`config.mk`:
```
export PLATFORM = sky130hd
export DESIGN_NAME = axi_rd_arbiter
export DESIGN_NICKNAME = d
export VERILOG_FILES = /design/src/rtl/axi_rd_arbiter.sv
export SDC_FILE = /design/constraint.sdc
export NUM_CORES = 1
export LEC_CHECK = 0
export ABC_AREA = 1
export BUFFER_PORTS_ARGS = -buffer_cell sky130_fd_sc_hd__buf_2
export CAP_MARGIN = 20
export CORE_AREA = 3 3 101 103
export CTS_CLUSTER_SIZE = 28
export DETAILED_ROUTE_END_ITERATION = 16
export DIE_AREA = 0 0 104 106
export GPL_ROUTABILITY_DRIVEN = 0
export PLACE_DENSITY = 0.82
export SYNTH_ARGS = -nofsm -noshare
export SYNTH_HDL_FRONTEND = slang
export SYNTH_SLANG_ARGS = --single-unit
```
`constraint.sdc`:
```
create_clock -name aclk -period 2.45 [get_ports aclk]
set_clock_uncertainty 0.2 [all_clocks]
set_input_delay 0.6125 -clock aclk [delete_from_list [all_inputs] [get_ports aclk]]
set_output_delay 0.6125 -clock aclk [all_outputs]
set_load 0.01 [all_outputs]
```
`src/rtl/axi_rd_arbiter.sv`:
```
`default_nettype none
// ============================================================================
//  Module      : axi_rd_arbiter
//  Description : Shares one AXI read address/data channel pair between the
//                instruction-fetch requester (i_*) and the data/uncached-load
//                requester (d_*). One burst is outstanding at a time. The
//                arbiter drives fixed AR sideband fields, routes R beats to
//                the granted requester with zero latency, and raises a sticky
//                len_err flag when rlast disagrees with the requested length.
//  Ports       : aclk, rst (sync, active high)
//                i_req_* / d_req_*   : request valid/ready, addr, len, size
//                i_resp_* / d_resp_* : beat valid, data, last
//                ar*                 : AXI read address channel (master side)
//                r*                  : AXI read data channel (master side)
//                len_err             : sticky burst-length mismatch flag
//  Options     : AXI_RD_ARB_RR_EN - when defined, simultaneous requests are
//                granted round-robin; otherwise data wins over instruction.
//  Revision    : 1.0 - initial release
// ============================================================================
module axi_rd_arbiter #(
  parameter int         ADDR_W = 32,
  parameter int         DATA_W = 32,
  parameter logic [3:0] ID_I   = 4'd0,
  parameter logic [3:0] ID_D   = 4'd1
) (
  input  logic              aclk,
  input  logic              rst,
  input  logic              i_req_valid,
  output logic              i_req_ready,
  input  logic [ADDR_W-1:0] i_req_addr,
  input  logic [7:0]        i_req_len,
  input  logic [2:0]        i_req_size,
  output logic              i_resp_valid,
  output logic [DATA_W-1:0] i_resp_data,
  output logic              i_resp_last,
  input  logic              d_req_valid,
  output logic              d_req_ready,
  input  logic [ADDR_W-1:0] d_req_addr,
  input  logic [7:0]        d_req_len,
  input  logic [2:0]        d_req_size,
  output logic              d_resp_valid,
  output logic [DATA_W-1:0] d_resp_data,
  output logic              d_resp_last,
  output logic [3:0]        arid,
  output logic [ADDR_W-1:0] araddr,
  output logic [7:0]        arlen,
  output logic [2:0]        arsize,
  output logic [1:0]        arburst,
  output logic [1:0]        arlock,
  output logic [3:0]        arcache,
  output logic [2:0]        arprot,
  output logic              arvalid,
  input  logic              arready,
  input  logic [3:0]        rid,
  input  logic [DATA_W-1:0] rdata,
  input  logic [1:0]        rresp,
  input  logic              rlast,
  input  logic              rvalid,
  output logic              rready,
  output logic              len_err
);

  typedef enum logic [1:0] {
    S_IDLE = 2'd0,
    S_ADDR = 2'd1,
    S_DATA = 2'd2
  } state_t;

  state_t              r_state;
  logic                r_gnt_i;
  logic                r_gnt_d;
  logic [7:0]          r_beats;
  logic                r_arvalid;
  logic                r_rready;
  logic                r_len_err;
  logic [3:0]          r_arid;
  logic [ADDR_W-1:0]   r_araddr;
  logic [7:0]          r_arlen;
  logic [2:0]          r_arsize;

  logic w_idle;
  logic w_data;
  logic w_prio_d;
  logic w_pick_d;
  logic w_pick_i;
  logic w_len_bad;
  logic w_unused_ok;

  // Response id and status are deliberately ignored.
  assign w_unused_ok = ^{rid, rresp};

  // Gating with rst keeps req_ready low while reset is applied.
  assign w_idle = (r_state == S_IDLE) && !rst;
  assign w_data = (r_state == S_DATA);

`ifdef AXI_RD_ARB_RR_EN
  logic r_last_d;  // most recent winner: 1 = data, 0 = instruction
  assign w_prio_d = !r_last_d;
`else
  assign w_prio_d = 1'b1;
`endif

  assign w_pick_d = w_idle && d_req_valid && (w_prio_d || !i_req_valid);
  assign w_pick_i = w_idle && i_req_valid && !w_pick_d;

  assign i_req_ready = w_pick_i;
  assign d_req_ready = w_pick_d;

  // Beats pass straight through to whichever requester owns the burst.
  assign i_resp_valid = w_data && r_gnt_i && rvalid;
  assign i_resp_data  = rdata;
  assign i_resp_last  = w_data && r_gnt_i && rlast;
  assign d_resp_valid = w_data && r_gnt_d && rvalid;
  assign d_resp_data  = rdata;
  assign d_resp_last  = w_data && r_gnt_d && rlast;

  // A beat is bad when rlast and "counter reached zero" disagree.
  assign w_len_bad = rlast != (r_beats == 8'd0);

  assign arid    = r_arid;
  assign araddr  = r_araddr;
  assign arlen   = r_arlen;
  assign arsize  = r_arsize;
  assign arburst = 2'b01;
  assign arlock  = 2'b00;
  assign arcache = 4'b0000;
  assign arprot  = 3'b000;
  assign arvalid = r_arvalid;
  assign rready  = r_rready;
  assign len_err = r_len_err;

  always_ff @(posedge aclk) begin
    if (rst) begin
      r_state   <= S_IDLE;
      r_gnt_i   <= 1'b0;
      r_gnt_d   <= 1'b0;
      r_beats   <= 8'd0;
      r_arvalid <= 1'b0;
      r_rready  <= 1'b0;
      r_len_err <= 1'b0;
      r_arid    <= 4'd0;
      r_araddr  <= '0;
      r_arlen   <= 8'd0;
      r_arsize  <= 3'd0;
`ifdef AXI_RD_ARB_RR_EN
      r_last_d  <= 1'b0;
`endif
    end else begin
      case (r_state)
        S_IDLE: begin
          if (w_pick_d || w_pick_i) begin
            r_arid    <= w_pick_d ? ID_D : ID_I;
            r_araddr  <= w_pick_d ? d_req_addr : i_req_addr;
            r_arlen   <= w_pick_d ? d_req_len  : i_req_len;
            r_arsize  <= w_pick_d ? d_req_size : i_req_size;
            r_beats   <= w_pick_d ? d_req_len  : i_req_len;
            r_gnt_d   <= w_pick_d;
            r_gnt_i   <= !w_pick_d;
            r_arvalid <= 1'b1;
            r_state   <= S_ADDR;
`ifdef AXI_RD_ARB_RR_EN
            r_last_d  <= w_pick_d;
`endif
          end
        end
        S_ADDR: begin
          if (arready) begin
            r_arvalid <= 1'b0;
            r_rready  <= 1'b1;
            r_state   <= S_DATA;
          end
        end
        S_DATA: begin
          if (rvalid) begin
            r_beats <= r_beats - 8'd1;
            if (w_len_bad) begin
              r_len_err <= 1'b1;
            end
            if (rlast) begin
              r_rready <= 1'b0;
              r_gnt_i  <= 1'b0;
              r_gnt_d  <= 1'b0;
              r_state  <= S_IDLE;
            end
          end
        end
        default: begin
          r_state <= S_IDLE;
        end
      endcase
    end
  end

endmodule
`default_nettype wire
```
==> results.json <==
{
  "outcome": "finished clean",
  "wl_per_cell_um": 14.2,
  "max_freq_ghz": 0.438,
  "clock_latency_ps": 330,
  "antenna_found_initial": 0,
  "cp_num_buf_inv": 2,
  "regArea_um2": 1180,
  "synth_seq_cells": 59,
  "hold_ws_ps": 255,
  "critPathArrivalTime_ps": 1470,
  "synth.most_common_cell": "nand2_1",
  "ys_types": 26,
  "cts_max_level": 3,
  "dieHeight_um": 106,
  "avgSynthCellArea_um2": 7.10,
  "cts-root-buf": "clkbuf_8",
  "cts_resized": 0,
  "detail_route.iter0.violations": 143,
  "place.port_buffers": 145,
  "grt_max_degree": 34,
  "cp.required_ps": 1640,
  "synth_top_area_share": 0.353,
  "synth_edf_count": 0,
  "crit_path_end_kind": "output pin",
  "via_count": 3224,
  "syn_to_final_growth_pct": 16.0,
  "diodes": 0,
  "yosys_warnings": 0,
  "synth_ff_type": "dfxtp_1",
  "synthArstFlopShare": 0,
  "route.detailed.drc": 0,
  "grt_pass1_vias": 3025,
  "setup_slack_ps": 166,
  "p_int_mw": 1.99,
  "post-cts-setup-buffers": 0,
  "path_cells": "nand2_2 -> inv_1 -> nand2_1 -> nor2_1 -> buf_2",
  "tns_ps": 0,
  "clk_pin_slew_worst_paths_ps": 70,
  "p_clk_frac": 0.354,
  "io_pins": 262,
  "pre_cts_ws_ps": 217,
  "detail-route-antenna-nets": 0,
  "rsz0062_at_grt": "false",
  "p_seq_frac": 0.396,
  "track_usage": 0.168,
  "cts_sinks": 59,
  "leakage_nw": 1.90,
  "grt_pass1_wl_mm": 15.1,
  "min_period_ps": 2280,
  "slowest_stage": "dfxtp_1",
  "dp.cells": 665,
  "layout.cells.non_filler": 681,
  "critPathLaunchType": "register",
  "pwr-share-comb": 0.250,
  "synth_top_cell_by_area": "dfxtp_1",
  "via_per_inst": 4.73,
  "routed_wl_mm": 9.68,
  "cap_violations": 0,
  "power_density_nw_per_um2": 743,
  "final-setup-viol-count": 0,
  "cts_hold_buffers": 0,
  "die_width_um": 104,
  "ir_drop_v": 0.000340,
  "cts_tree": "built",
  "slew_violations": 0,
  "fill_cells": 977,
  "p_sw_frac": 0.311,
  "critPathTopFamily": "flip-flops",
  "synth_area_um2": 3350,
  "min_path_type": "register to register",
  "synthCells": 471,
  "cts_buffers": 9,
  "hold_violations": 0,
  "synthTopCellsByCount": "89 x nand2_1, 80 x buf_4, 72 x o21ai_0, 59 x dfxtp_1, 48 x a21oi_1",
  "power.net_switching_uw": 895,
  "gr-total-overflow": 0,
  "design.core.area_um2": 9280,
  "hpwl_mm": 7.30,
  "fin_nets": 680,
  "period_share": 0.932,
  "drive_gt1_frac": 0.330,
  "multi_input_area_um2": 1410,
  "start_util": 0.360,
  "path_class": "register to output pin",
  "max_stage_delay_ps": 400,
  "worstPathMaxFanout": 11,
  "firstDrtPassIters": 5,
  "rows": 35,
  "synth_area_leaders": "dfxtp_1 35%, buf_4 18%, o21ai_0 11%",
  "die_area_um2": 11000,
  "cts_buffer_depth": 2,
  "seq_area_frac_synth": 0.353
}
## cell type report
cell class                      instances  share of cell area
Clock buffer                           12              0.0400
Clock inverter                          4              0.0187
Inverter                               23              0.0222
Multi-Input combinational cell        297               0.363
Sequential cell                        59               0.304
Tap cell                              129              0.0416
Timing Repair Buffer                  157               0.210
## kinds of logic after synthesis
family | share of synthesized area
AOI/OAI and AO/OA | 0.212
adders and majority gates | 0.00748
buffers and inverters | 0.239
DFF | 0.353
other | 0.00224
and+or+nand+nor | 0.185
## power by group through the flow
stage / clock network (mW) / logic, mW / registers, mW
2_1_floorplan: 0 / 0.528 / 1.21
3_3_place_gp: 0 / 0.711 / 1.16
3_5_place_dp: 0 / 0.723 / 1.16
4_1_cts: 1.05 / 0.725 / 1.14
5_1_grt: 1.10 / 0.815 / 1.16
6_report: 1.02 / 0.720 / 1.14
## layout by cell type, fill, tap and decap left out, types with 2 or more instances in the layout
cell       instances
a21oi_1           48
a31oi_1           10
buf_2            145
buf_4             12
bufinv_16          2
clkbuf_8          11
conb_1            14
dfxtp_1           59
ha_1               2
inv_1             20
inv_2              3
nand2_1           89
nand3_1           21
nand3_2            3
nand4_1            3
nor2_1            21
nor3_1             2
o211ai_1           2
o21ai_0           72
o21ai_1            5
## path summary, 6_finish.rpt
kind                           startpoint                      end  slack (ps)  depth (start not counted)
setup / recovery  r_state[1]$_SDFFE_PP0P_             d_resp_valid         170                          5
hold / removal       len_err$_SDFFE_PP0P_     len_err$_SDFFE_PP0P_         250                          2
setup reg to reg  r_state[1]$_SDFFE_PP0P_  r_beats[4]$_SDFFE_PP0P_         530                          7
hold reg to reg      len_err$_SDFFE_PP0P_     len_err$_SDFFE_PP0P_         250                          2
## through the flow
| stage | power [mW] | cell area (µm²) | util |
|---|---|---|---|
| 2_1_floorplan | 1.73 | 3390 | - |
| 3_3_place_gp | 1.87 | 3650 | 0.394 |
| 3_5_place_dp | 1.88 | 3650 | 0.394 |
| 4_1_cts | 2.92 | 3880 | 0.418 |
| 5_1_grt | 3.07 | 3880 | 0.418 |
| 6_report | 2.88 | 3880 | 0.418 |
## sequential cells by signal, indices dropped and copies added, names as in the netlist
signal	cells
len_err	1
araddr	32
arsize	3
r_state	2
arvalid	1
r_gnt_d	1
arid	1
arlen	8
rready	1
r_beats	8
r_gnt_i	1
## worst min-delay path, cell delays in order (launching register included)
cell	delay, ps
dfxtp_1	310
inv_1	50
a21oi_1	50
## layer usage
layer,vias up,part of all wire,global-route usage
met4,0,0.011,0.0503
met1,1422,0.40,0.185
met2,168,0.50,0.300
met5,-,0,0
li1,1622,-,-
met3,12,0.092,0.0638
Note: power is estimated with default switching activity, not from simulation.
